==> config.mk <==
export PLATFORM = sky130hd
export DESIGN_NAME = priority_bit_streamer
export DESIGN_NICKNAME = d
export VERILOG_FILES = /design/src/rtl/pe_pkg.sv /design/src/rtl/priority_bit_streamer_first_bit.sv /design/src/rtl/priority_bit_streamer.sv
export SDC_FILE = /design/constraint.sdc
export NUM_CORES = 1
export LEC_CHECK = 0
export BUFFER_PORTS_ARGS = -buffer_cell sky130_fd_sc_hd__buf_2
export CORE_ASPECT_RATIO = 0.7
export CORE_MARGIN = 8
export CORE_UTILIZATION = 45
export DETAILED_ROUTE_END_ITERATION = 12
export GPL_ROUTABILITY_DRIVEN = 0
export PLACE_DENSITY = 0.75
export SLEW_MARGIN = 40
export SYNTH_ARGS = -nofsm -noshare
export SYNTH_HDL_FRONTEND = slang
export SYNTH_HIERARCHICAL = 1
export SYNTH_SLANG_ARGS = --single-unit
==> constraint.sdc <==
create_clock -name clk_i -period 5.93 [get_ports clk_i]
set_clock_uncertainty 0.2 [all_clocks]
set_input_delay 1.4825 -clock clk_i [delete_from_list [all_inputs] [get_ports clk_i]]
set_output_delay 1.4825 -clock clk_i [all_outputs]
set_load 0.005 [all_outputs]
==> src/rtl/pe_pkg.sv <==
// Shared types for the priority bit streamer.
// The FSM has two states: no beat held, or a beat presented on the output.
package pe_pkg;

    typedef enum logic {
        IDLE = 1'b0,
        EMIT = 1'b1
    } state_t;

endpackage

==> src/rtl/priority_bit_streamer_first_bit.sv <==
// Combinational finder for the first set bit of a vector in scan order.
// Scan order runs LSB-up when MSB_FIRST=0 and MSB-down when MSB_FIRST=1.
module pe_first_bit #(
    parameter int WIDTH      = 16,
    parameter bit MSB_FIRST  = 1'b0,
    localparam int IDX_W     = $clog2(WIDTH)
) (
    input  logic [WIDTH-1:0] vec,
    output logic [WIDTH-1:0] onehot,
    output logic [IDX_W-1:0] idx,
    output logic             found
);

    function automatic logic [IDX_W-1:0] scan_pos(input int i);
        return MSB_FIRST ? IDX_W'(WIDTH - 1 - i) : IDX_W'(i);
    endfunction

    // The found flag blocks later hits, so the earliest position in scan order wins.
    always_comb begin
        onehot = '0;
        idx    = '0;
        found  = 1'b0;
        for (int i = 0; i < WIDTH; i++) begin
            if (!found && vec[scan_pos(i)]) begin
                found                 = 1'b1;
                onehot[scan_pos(i)]   = 1'b1;
                idx                   = scan_pos(i);
            end
        end
    end

endmodule

==> src/rtl/priority_bit_streamer.sv <==
// Streams every set bit of an accepted word as one output beat per cycle,
// with valid/ready handshakes on both the word input and the beat output.
module priority_bit_streamer
    import pe_pkg::*;
#(
    parameter int WIDTH      = 16,
    parameter bit MSB_FIRST  = 1'b0,
    localparam int IDX_W     = $clog2(WIDTH)
) (
    input  logic             clk_i,
    input  logic             srst_i,
    input  logic [WIDTH-1:0] data_i,
    input  logic             data_val_i,
    output logic             data_ready_o,
    output logic [WIDTH-1:0] onehot_o,
    output logic [IDX_W-1:0] idx_o,
    output logic             last_o,
    output logic             zero_o,
    output logic             data_val_o,
    input  logic             data_ready_i
);

    state_t           state_q, state_d;
    logic [WIDTH-1:0] residual_q, residual_d;
    logic [WIDTH-1:0] onehot_q, onehot_d;
    logic [IDX_W-1:0] idx_q, idx_d;
    logic             last_q, last_d;
    logic             zero_q, zero_d;

    logic             in_acc;
    logic             out_acc;
    logic [WIDTH-1:0] scan_vec;
    logic [WIDTH-1:0] fb_onehot;
    logic [IDX_W-1:0] fb_idx;
    logic             fb_found;

    assign data_val_o   = (state_q == EMIT);
    assign data_ready_o = !data_val_o || (data_ready_i && last_q);
    assign in_acc       = data_val_i && data_ready_o;
    assign out_acc      = data_val_o && data_ready_i;

    // A fresh word always takes the finder; otherwise it walks the residual.
    assign scan_vec = in_acc ? data_i : residual_q;

    pe_first_bit #(
        .WIDTH     (WIDTH),
        .MSB_FIRST (MSB_FIRST)
    ) u_first_bit (
        .vec    (scan_vec),
        .onehot (fb_onehot),
        .idx    (fb_idx),
        .found  (fb_found)
    );

    always_comb begin
        state_d    = state_q;
        residual_d = residual_q;
        onehot_d   = onehot_q;
        idx_d      = idx_q;
        last_d     = last_q;
        zero_d     = zero_q;
        if (in_acc) begin
            state_d    = EMIT;
            onehot_d   = fb_onehot;
            idx_d      = fb_idx;
            zero_d     = !fb_found;
            residual_d = data_i & ~fb_onehot;
            last_d     = (residual_d == '0);
        end else if (out_acc) begin
            if (!last_q) begin
                onehot_d   = fb_onehot;
                idx_d      = fb_idx;
                zero_d     = 1'b0;
                residual_d = residual_q & ~fb_onehot;
                last_d     = (residual_d == '0);
            end else begin
                state_d    = IDLE;
                onehot_d   = '0;
                idx_d      = '0;
                zero_d     = 1'b0;
                last_d     = 1'b0;
                residual_d = '0;
            end
        end
    end

    always_ff @(posedge clk_i) begin
        if (srst_i) begin
            state_q    <= IDLE;
            residual_q <= '0;
            onehot_q   <= '0;
            idx_q      <= '0;
            last_q     <= 1'b0;
            zero_q     <= 1'b0;
        end else begin
            state_q    <= state_d;
            residual_q <= residual_d;
            onehot_q   <= onehot_d;
            idx_q      <= idx_d;
            last_q     <= last_d;
            zero_q     <= zero_d;
        end
    end

    assign onehot_o = onehot_q;
    assign idx_o    = idx_q;
    assign last_o   = last_q;
    assign zero_o   = zero_q;

endmodule

; ---- Word-level counts from Yosys, hierarchy flattened
; Cells that the tools add are included.
[totals]
in_bits = 20
output_inout_bits = 24
mem_bits_rw = 0
latch_bits = 0
wordCells = 114
rom_bits = 0
n_memories = 0
reg_bits = 39
[op_classes]
n_addsub = 0
multipliers = 0
div = 0
n_mux = 64
shift = 0
n_eq_ne = 0
reduce_logical = 41
order_cmp = 0
n_bitwise = 3
[ops]
columns = operator, count
row1 = 16-bit 2-to-1 mux, 7
row2 = 4-bit 2-to-1 mux, 11
row3 = 1-bit 2-to-1 mux, 40
row4 = 16-bit AND, 2
row5 = 16-bit zero test, 2
row6 = 1-bit logical AND, 18
row7 = 1-bit zero test, 17
row8 = 16-bit NOT, 1
row9 = 3-bit 2-to-1 mux, 4
row10 = 2-bit 2-to-1 mux, 2
row11 = 2-bit nonzero test, 2
row12 = 2-bit AND reduction, 1
row13 = 1-bit logical OR, 1

; ---- Longest topological paths before layout
; Gate-level depths: netlist (run 1).
[depth]
word_depth = 56
ltp_mapped = 15
depth_no_buf = 12

; ---- Cells and area by module
; The synthesis (run 1) kept the hierarchy.
[modules_own_cells]
columns = mod, cells_per_inst, n_inst, seq_area_each_um2, area_each_um2
row1 = priority_bit_streamer, 244, 1, 780.7, 1888.1
row2 = pe_first_bit, 50, 1, 0.0, 357.8

; ---- Worst setup path before layout (run 1)
; OpenSTA, ideal clock, no wires.
[synth_path]
path_kind = input port to flip-flop
start = input port data_ready_i
end = register last_q, in the netlist last_o
path_buffers = 3
path_slack_ns = 1.279
setup_time_ns = 0.096
cell_stages = 15
required_time_ns = 5.634
arrival_ns = 4.356
cell_sequence = a21bo_4 -> and2_4 -> buf_6 -> buf_2 -> nand2_1 -> o21ai_0 -> or4_4 -> buf_6 -> nor4_4 -> and2_1 -> nor2b_1 -> or4_1 -> nor4_1 -> a32oi_1 -> o41ai_2
[synth_between]
elab_cells_between_ends = 74
cone_classes = mux: 34 / bitwise: 3 / reduce/logical: 37
[synth_lines]
columns = element, line_no
row1 = from (decl), priority_bit_streamer.sv:20  ; input logic data_ready_i
row2 = 1-bit logical AND (*), priority_bit_streamer.sv:38  ; assign data_ready_o = !data_val_o || (data_ready_i && last_q);
row3 = 1-bit logical OR (*), priority_bit_streamer.sv:38
row4 = 1-bit logical AND (*), priority_bit_streamer.sv:39  ; assign in_acc = data_val_i && data_ready_o;
row5 = 16-bit 2-to-1 mux (*), priority_bit_streamer.sv:43  ; assign scan_vec = in_acc ? data_i : residual_q;
row6 = named net scan_vec[0], priority_bit_streamer.sv:32  ; logic [WIDTH-1:0] scan_vec;
row7 = 1-bit 2-to-1 mux (*), priority_bit_streamer_first_bit.sv:24  ; if (!found && vec[scan_pos(i)]) begin
row8 = 1-bit zero test, priority_bit_streamer_first_bit.sv:24
row9 = 1-bit logical AND, priority_bit_streamer_first_bit.sv:24
row10 = [... 36 more ...], --
row11 = 1-bit 2-to-1 mux (*), priority_bit_streamer_first_bit.sv:24
row12 = named net fb_onehot[13], priority_bit_streamer.sv:33  ; logic [WIDTH-1:0] fb_onehot;
row13 = 16-bit NOT (*), "priority_bit_streamer.sv:67, priority_bit_streamer.sv:74"
row14 = 16-bit AND, priority_bit_streamer.sv:74  ; residual_d = residual_q & ~fb_onehot;
row15 = 16-bit zero test, priority_bit_streamer.sv:75  ; last_d = (residual_d == '0);
row16 = 1-bit 2-to-1 mux, priority_bit_streamer.sv:70  ; if (!last_q) begin
row17 = 1-bit 2-to-1 mux, priority_bit_streamer.sv:69  ; end else if (out_acc) begin
row18 = 1-bit 2-to-1 mux (*), priority_bit_streamer.sv:62  ; if (in_acc) begin
row19 = to (signal assigned), priority_bit_streamer.sv:100  ; last_q <= last_d;
row20 = to (decl), priority_bit_streamer.sv:27  ; logic last_q, last_d;
; Mark *: on every way through the listed nets, which the timed path passes. The rest lies on a longest branch. The select of a mux whose other input is x is not followed.
; A chain may end at the register's enable or synchronous reset.

; ---- Worst setup path after layout (run 1)
[layout_path]
start = input port data_ready_i
end = register last_q, in the netlist last_o
[layout_between]
elab_cells_between_ends = 74
cone_classes = mux: 34 / bitwise: 3 / reduce/logical: 37
[layout_lines]
columns = element, line_no
row1 = 1-bit logical AND (*), priority_bit_streamer.sv:38
row2 = 1-bit logical OR (*), priority_bit_streamer.sv:38
row3 = 1-bit logical AND (*), priority_bit_streamer.sv:39
row4 = 16-bit 2-to-1 mux (*), priority_bit_streamer.sv:43
row5 = named net scan_vec[5], priority_bit_streamer.sv:32
row6 = 1-bit logical AND (*), priority_bit_streamer_first_bit.sv:24
row7 = 1-bit 2-to-1 mux (*), priority_bit_streamer_first_bit.sv:24
row8 = 1-bit zero test, priority_bit_streamer_first_bit.sv:24
row9 = [... 19 more ...], --
row10 = 1-bit 2-to-1 mux (*), priority_bit_streamer_first_bit.sv:24
row11 = named net fb_onehot[12], priority_bit_streamer.sv:33
row12 = 16-bit NOT (*), "priority_bit_streamer.sv:67, priority_bit_streamer.sv:74"
row13 = 16-bit AND, priority_bit_streamer.sv:74
row14 = 16-bit zero test, priority_bit_streamer.sv:75
row15 = 1-bit 2-to-1 mux, priority_bit_streamer.sv:70
row16 = 1-bit 2-to-1 mux, priority_bit_streamer.sv:69
row17 = 1-bit 2-to-1 mux (*), priority_bit_streamer.sv:62
; Marked as above.

==> results by group, run 1 <==
Outcome
  • Run status: complete, no violations

Drt
  • WL final: approximately 6700 um
  • DR vias: between 2000 and 2500
  • Residual DRC count: 0
  • Vias per cell: just under 6
  • Post-DRT Antenna Nets: 0
  • TritonRoute pass-1 iters: 5
  • Routed len/inst: between 15 and 20 um
  • Initial DRC count: between 200 and 300

STA
  • Max Slew Vio Count: 0
  • Setup-failing EPs final: 0
  • Slew HR: 0.4364
  • Worst slew pin tran: roughly 0.84 ns
  • Fin. Hold Viols: 0
  • Fin crit period: roughly 5.0 ns
  • RSZ-0062 raised after global routing: no
  • Minimum hold slack: between 0.2 and 0.3 ns
  • Final period utilization: 0.8429
  • Final worst slack: ~0.93 ns
  • Setup TNS Final: 0 ns
  • Fmax: ~200 MHz

Power
  • Power per standard cell area: around 250 nW/um^2
  • Comb pwr share: 0.243
  • Clock Power Share: 0.311
  • Leakage: about 1.1 nW
  • Seq pwr share: 0.446
  • Sw Share: 0.3134
  • Switching pwr: between 0.15 and 0.2 mW
  • Total internal power: roughly 0.44 mW
  • Pwr Total: 0.6355 mW
  • Worst VDD drop: 149.6 uV

Yosys
  • Async set-reset flop share out of synthesis: 0
  • Synth top area cells: dfxtp_1 35%, a22oi_1 7.7%, nor2_1 7.2%
  • Top cell type by total area after synthesis: dfxtp_1
  • Synth unique cells: between 40 and 50
  • Mapped Avg Cell Area: 7.639 sq um
  • Syn nets: between 300 and 400
  • Count leader, synth: nor2_1
  • Top FF cell, synth: dfxtp_1
  • Syn Inst Count: 294
  • Post-synth top area share: 0.3476
  • Seq/Total Area, Yosys: 0.3476
  • Area of the mapped netlist: approximately 2200 sq um
  • Most frequent cells after synthesis: 43 x nor2_1, 39 x dfxtp_1, 32 x nand2_1, 30 x o21ai_0, 24 x inv_1
  • Synth warnings: 6
  • Synth Register Bits: 39
  • EDFF count, synth: 0

Floorplan
  • Die area: approximately 7500 sq um
  • I/O pins: 44
  • Cell Rows: 21
  • Initial core utilization: 0.4696
  • Core Footprint: 4782 sq um
  • Die width: 100.4 um
  • Die Ht: between 70 and 80 um

Critical path
  • R2r setup slk: between 1.5 and 2 ns
  • CP required: 5.93 ns
  • Slowest cell on the critical path: or4_1
  • Reg2reg end: last_o$_SDFFE_PP0P_
  • Startpoint Class: input pin
  • Worst R2R Start: last_o$_SDFFE_PP0P_
  • WS Path Type: input pin to register
  • CP top delay family: simple AND/OR/NAND/NOR gates
  • Worst-path fanout max: 32
  • CP endpoint kind: register
  • Worst-case reg-to-reg path depth: 11
  • CP arrival: ~5 ns
  • Slowest stage delay, CP: 0.64 ns
  • Critical path buffer and inverter count: 2
  • Crit-path cells: buf_2 -> a21bo_4 -> and2_4 -> mux2_2 -> or4_1 -> nor3_4 -> nand2_2 -> nor3b_1 -> inv_1 -> a221oi_1 -> nand4_1 -> o41ai_2

Global routing
  • Gr ovfl total: 0
  • GRT met3 Usage: 0.07202
  • Antenna violations before repair: 0
  • Largest net degree at the start of global routing: 41
  • Grt peak-use layer: met2
  • Vias in the first global route: 2159
  • All-layer global routing usage: 0.1805
  • Global-route wire length before repair: approximately 11000 um
  • Met1 Usage GRT: 0.2325
  • Met2 usage: 0.2725

Clock tree
  • CTS sink count: 39
  • CTS Hold Bufs: 0
  • CTS tree: done
  • Setup bufs post-CTS: 0
  • H-tree depth: 2
  • Register clock-pin slew on the reported worst setup and hold paths: around 0.080 ns
  • Clock root cell: clkbuf_8
  • Clk buf depth: 2
  • TritonCTS buffer count: 5
  • Worst skew pair latency: about 0.3 ns
  • Post-CTS sizing: 0

Min path
  • Hold Startpoint: residual_q[2]$_SDFFE_PP0P_
  • Worst Hold Depth: 2
  • Hold Crit Class: register to register
  • Hold EP: residual_q[2]$_SDFFE_PP0P_

Final layout
  • N_diodes: 0
  • Area growth, synth to finish: 14.65%
  • Nets: 349
  • Share of cells above drive strength 1: 0.1939

Place
  • Dpl ws: ~0.68 ns
  • Port bufs: 43
  • Detailed Place HPWL: a little under 5000 um

Job
  • Number of max-cap violations: 0
-- registers in the layout, indices dropped and copies added (netlist names) --
register	flops
onehot_o	16
zero_o	1
residual_q	16
last_o	1
idx_o	4
data_val_o	1
-- cell families after synthesis --
group / synth area share
AO/OA/AOI/OAI: 0.2825
AND/OR/NAND/NOR: 0.2780
buffers and inverters: 0.08245
flip-flops: 0.3476
multiplexers: 0.009471
-- how the worst max path moves through the flow --
stage,from,endpoint,slack [ns],depth (start not counted)
final,data_ready_i,last_o$_SDFFE_PP0P_,0.93,12
after detailed placement,data_ready_i,last_o$_SDFFE_PP0P_,0.68,13
after global placement,data_ready_i,last_o$_SDFFE_PP0P_,0.79,13
after global routing,data_ready_i,last_o$_SDFFE_PP0P_,0.72,13
after floorplan,data_ready_i,last_o$_SDFFE_PP0P_,1.28,15
after CTS,data_ready_i,last_o$_SDFFE_PP0P_,0.91,13
-- final cells by class --
type                       instances  area (sq um)
multi-input combinational        214          1287
inverter                          24         90.09
fill                             470          2207
tap                               69         86.33
sequential                        39         780.7
clock buffer                       8         100.1
timing repair buffer              45         230.2
-- layout by cell type, fill, tap and decap left out, drive strengths merged, types with 8 or more instances in the layout --
cell type and n:
inv 24, nand2 33, a22oi 23, dfxtp 39
nor2 43, buf 45, clkbuf 8, nor2b 10
a21oi 8, o21ai 30
-- through the flow --
stage          area [sq um]    util  std cells
2_1_floorplan          2246       -        294
3_3_place_gp           2471  0.5167        391
3_5_place_dp           2475  0.5175        391
4_1_cts                2575  0.5385        399
5_1_grt                2575  0.5385        399
6_report               2575  0.5385        399
-- per-layer routing --
| layer | up-vias | routed length [um] | share of wire |
|---|---|---|---|
| met4 | 0 | 34 | 0.0051 |
| met2 | 127 | 2782 | 0.42 |
| met1 | 1060 | 3032 | 0.45 |
| met3 | 4 | 843 | 0.13 |
| li1 | 1116 | - | - |
| met5 | - | 0 | 0 |
-- power by group through the flow --
stage                     Sequential [mW]  Clock, mW  Combinational [mW]
final                               0.283      0.198               0.154
after global routing                0.285      0.211               0.170
after CTS                           0.283      0.203               0.151
after detailed placement            0.289          0               0.150
after global placement              0.288          0               0.148
after floorplan                     0.288          0               0.111
-- worst reg2reg max path, delay by kind of cell (launching register included) --
family	cells	cell delay (ns)
AND/OR/NAND/NOR	6	1.98
AO/OA/AOI/OAI	3	0.87
flip-flops	1	0.47
multiplexers	1	0.42
buffers and inverters	1	0.16
(Power assumes the default switching activity.)
==> inputs of run 2 (changes only) <==
ABC_AREA = 1   (was default)
PLACE_DENSITY = 0.77   (was 0.75)
clock period = 4.03 ns   (was 5.93 ns; I/O delays follow)
==> run 2 against run 1 <==
  * Critical path depth is 11 higher
  * Count of clock-buffer cells in the layout shrank 3
  * Worst setup slack got worse by 0.36 ns
  * Global-route usage down 0.24 points
  * Register-to-register slack got worse by 0.82 ns
  * Sequential share of layout area fell by 2.9 points
  * Cell count is 31% higher
  * Via count up 18%
  * Clock power is 100% higher
  * Critical endpoint unchanged
  * Largest cell class unchanged
  * Highest routed layer is now met3
==> results by group, run 2 <==
Final layout
  • Footprint of the multi-input gates: 1388 sq um (+7.8%)
  • Share of cells above drive strength 1: 0.1693 (-0.02467)
  • Fin cells: 521 (+31%)
  • Commonest non-fill, non-tap cell in the layout: nand2_1
  • Sequential cell area: 780.7 sq um (unchanged)
  • Cell area after layout: 2846 sq um (+11%)
  • Fillers: 560 (+19%)
  • Final Util: 0.5386 (about the same)
  • N_diodes: 0 (unchanged)
  • Most frequent cells in the layout: 127 x nand2_1, 56 x inv_1, 45 x nor2_1, 44 x o21ai_0, 43 x buf_2
  • Area growth, synth to finish: 14.73% (about the same)
  • Nets: 468 (+34%)

Floorplan
  • Core Footprint: 5285 sq um (+11%)
  • Die Ht: 78.13 um (+4.0%)
  • Cell Rows: 22 (+4.8%)
  • I/O pins: 44 (unchanged)
  • Initial core utilization: 0.4695 (about the same)
  • Die area: 8184 sq um (+8.5%)
  • Die width: 104.8 um (+4.3%)

Yosys
  • Seq/Total Area, Yosys: 0.3147 (-0.03296)
  • EDFF count, synth: 0 (unchanged)
  • Synth warnings: 6 (unchanged)
  • Post-Synth Adder-Cell Area: 0 (unchanged)
  • Synth top area cells: dfxtp_1 31%, nand2_1 19%, o21ai_0 8.9%
  • Post-synth top area share: 0.3147 (-0.03296)
  • Async set-reset flop share out of synthesis: 0 (unchanged)
  • Syn Inst Count: 413 (+40%)
  • Area of the mapped netlist: 2481 sq um (+10%)
  • Largest family of logic cells by synthesized area: simple AND/OR/NAND/NOR gates
  • Post-synthesis compound-gate area fraction: 0.1755 (-0.1070)
  • Synth Register Bits: 39 (unchanged)
  • Top FF cell, synth: dfxtp_1
  • Synth unique cells: 31 (-37%)
  • Multiplexer area fraction after synthesis: 0 (-0.009471)
  • Most frequent cells after synthesis: 127 x nand2_1, 57 x inv_1, 45 x nor2_1, 44 x o21ai_0, 39 x dfxtp_1
  • Post-Synth Simple-Gate Area: 0.3838 (+0.1058)
  • Post-Synth XOR/XNOR Area: 0 (unchanged)
  • Mapped Avg Cell Area: 6.008 sq um (-21%)
  • Count leader, synth: nand2_1
  • Syn nets: 433 (+38%)
  • Top cell type by total area after synthesis: dfxtp_1

Drt
  • Vias per cell: 5.232 (-9.5%)
  • Routed len/inst: 14.12 um (-16%)
  • WL final: 7359 um (+10%)
  • DR vias: 2726 (+18%)
  • Residual DRC count: 0 (unchanged)
  • Initial DRC count: 332 (+32%)
  • TritonRoute pass-1 iters: 5 (unchanged)
  • Post-DRT Antenna Nets: 0 (unchanged)

Critical path
  • Critical path buffer and inverter count: 3 (+1)
  • Worst-path fanout max: 20 (-38%)
  • Critical path launch point: data_ready_i
  • Startpoint Class: input pin
  • Crit-path cells: buf_2 -> nand2_1 -> nand2_2 -> nand2_4 -> nand2_1 -> nand2_1 -> nor2_2 -> nand2_1 -> nor2_1 -> nand4_1 -> nor2_2 -> nand4_2 -> nor2_2 -> nand4_1 -> inv_1 -> inv_1 -> nand2_1 -> nand2_1 -> nor2_1 -> nand2_1 -> nor3_1 -> nor2_1 -> nor2_1
  • CP endpoint kind: register
  • CP top delay family: simple AND/OR/NAND/NOR gates
  • Worst R2R Start: last_o$_SDFFE_PP0P_
  • R2r setup slk: 0.92 ns (-0.82 ns)
  • Worst path most repeated cell: nand2_1
  • Slowest stage delay, CP: 0.17 ns (-0.47 ns)
  • CP arrival: 3.49 ns (-1.51 ns)
  • CP required: 4.07 ns (-1.86 ns)
  • Slowest cell on the critical path: nand4_1
  • WS Path Type: input pin to register

Clock tree
  • Setup bufs post-CTS: 0 (unchanged)
  • H-tree depth: 2 (unchanged)
  • Clock root cell: clkbuf_8
  • Worst skew pair latency: 0.30 ns (about the same)
  • Clk buf depth: 2 (unchanged)
  • TritonCTS buffer count: 5 (unchanged)
  • CTS Hold Bufs: 0 (unchanged)
  • CTS sink count: 39 (unchanged)
  • Post-CTS sizing: 0 (unchanged)
  • CTS tree: done
  • Register clock-pin slew on the reported worst setup and hold paths: 0.08 ns (about the same)

Global routing
  • Vias in the first global route: 2469 (+14%)
  • Antenna violations before repair: 0 (unchanged)
  • Largest net degree at the start of global routing: 38 (-7.3%)
  • Gr ovfl total: 0 (unchanged)
  • All-layer global routing usage: 0.1781 (-0.002421)
  • Global-route wire length before repair: 12130 um (+14%)

Power
  • Leakage: 1.449 nW (+35%)
  • Worst VDD drop: 152.7 uV (+2.1%)
  • Power per standard cell area: 389.4 nW/um^2 (+58%)

Place
  • Placed cell areas: 2710 sq um (+9.5%)
  • Detailed Place HPWL: 5547 um (+14%)
  • DP Cell Count: 513 (+31%)
  • Port bufs: 43 (unchanged)

Outcome
  • Run status: complete, no violations

STA
  • Setup-failing EPs final: 0 (unchanged)
  • Final period utilization: 0.8570
  • Fin. Hold Viols: 0 (unchanged)
  • Max Slew Vio Count: 0 (unchanged)
  • Minimum hold slack: 0.2957 ns (+0.04039 ns)
  • Fmax: 289.5 MHz
  • Setup TNS Final: 0 ns (unchanged)
  • Fin crit period: 3.454 ns
  • Worst slew pin tran: 0.6462 ns (-0.1903 ns)
  • Slew HR: 0.5681 (+0.1317)
  • RSZ-0062 raised after global routing: no

Min path
  • Hold Crit Class: register to register
  • Hold Startpoint: zero_o$_SDFFE_PP0P_

Job
  • Number of max-cap violations: 0 (unchanged)
run 2: layer usage:
metal	up-vias	routed length (um)	GRT usage
li1	1366	-	-
met1	1232	3398	0.2583
met2	128	3106	0.2554
met3	0	854	0.05465
met4	0	0	0.02411
met5	-	0	0
run 2: final timing paths:
check / endpoint / cells after the start
min: zero_o$_SDFFE_PP0P_ / 2
max: last_o$_SDFFE_PP0P_ / 23
min reg2reg: zero_o$_SDFFE_PP0P_ / 2
max reg2reg: last_o$_SDFFE_PP0P_ / 22
run 2: worst register-to-register path, cell delays in order (launching register included):
cell	delay, ns
dfxtp_1	0.44
nand2_1	0.14
nand2_2	0.12
nand2_4	0.15
nand2_1	0.15
nand2_1	0.10
nor2_2	0.12
nand2_1	0.09
nor2_1	0.13
nand4_1	0.17
nor2_2	0.14
nand4_2	0.11
nor2_2	0.12
nand4_1	0.12
inv_1	0.13
inv_1	0.07
nand2_1	0.07
nand2_1	0.05
nor2_1	0.08
nand2_1	0.05
nor3_1	0.15
nor2_1	0.07
nor2_1	0.07
run 2: through the flow:
step                      total power [mW]  worst slack [ns]
after floorplan                     0.6365            0.6122
after global placement              0.7116            0.5044
after detailed placement            0.7155            0.3371
after CTS                            1.114            0.6448
after global routing                 1.176            0.2854
final                                1.108            0.5763
run 2: logic make-up after synthesis:
kind of cell | count (synthesis)
flops | 39
compound gates | 83
simple gates | 215
buf+inv | 76
run 2: final cells by class:
type,count,area share
clock buffer,5,0.02418
inverter,59,0.07780
sequential,39,0.2743
multi-input combinational,298,0.4875
timing repair buffer,45,0.08088
tap,72,0.03165
clock inverter,3,0.02374
run 2: report_power, final:
part	internal [mW]	total, mW	switching, mW
sequential	0.416	0.435	0.0191
combinational	0.0908	0.277	0.186
clock	0.247	0.396	0.149
total	0.754	1.11	0.354
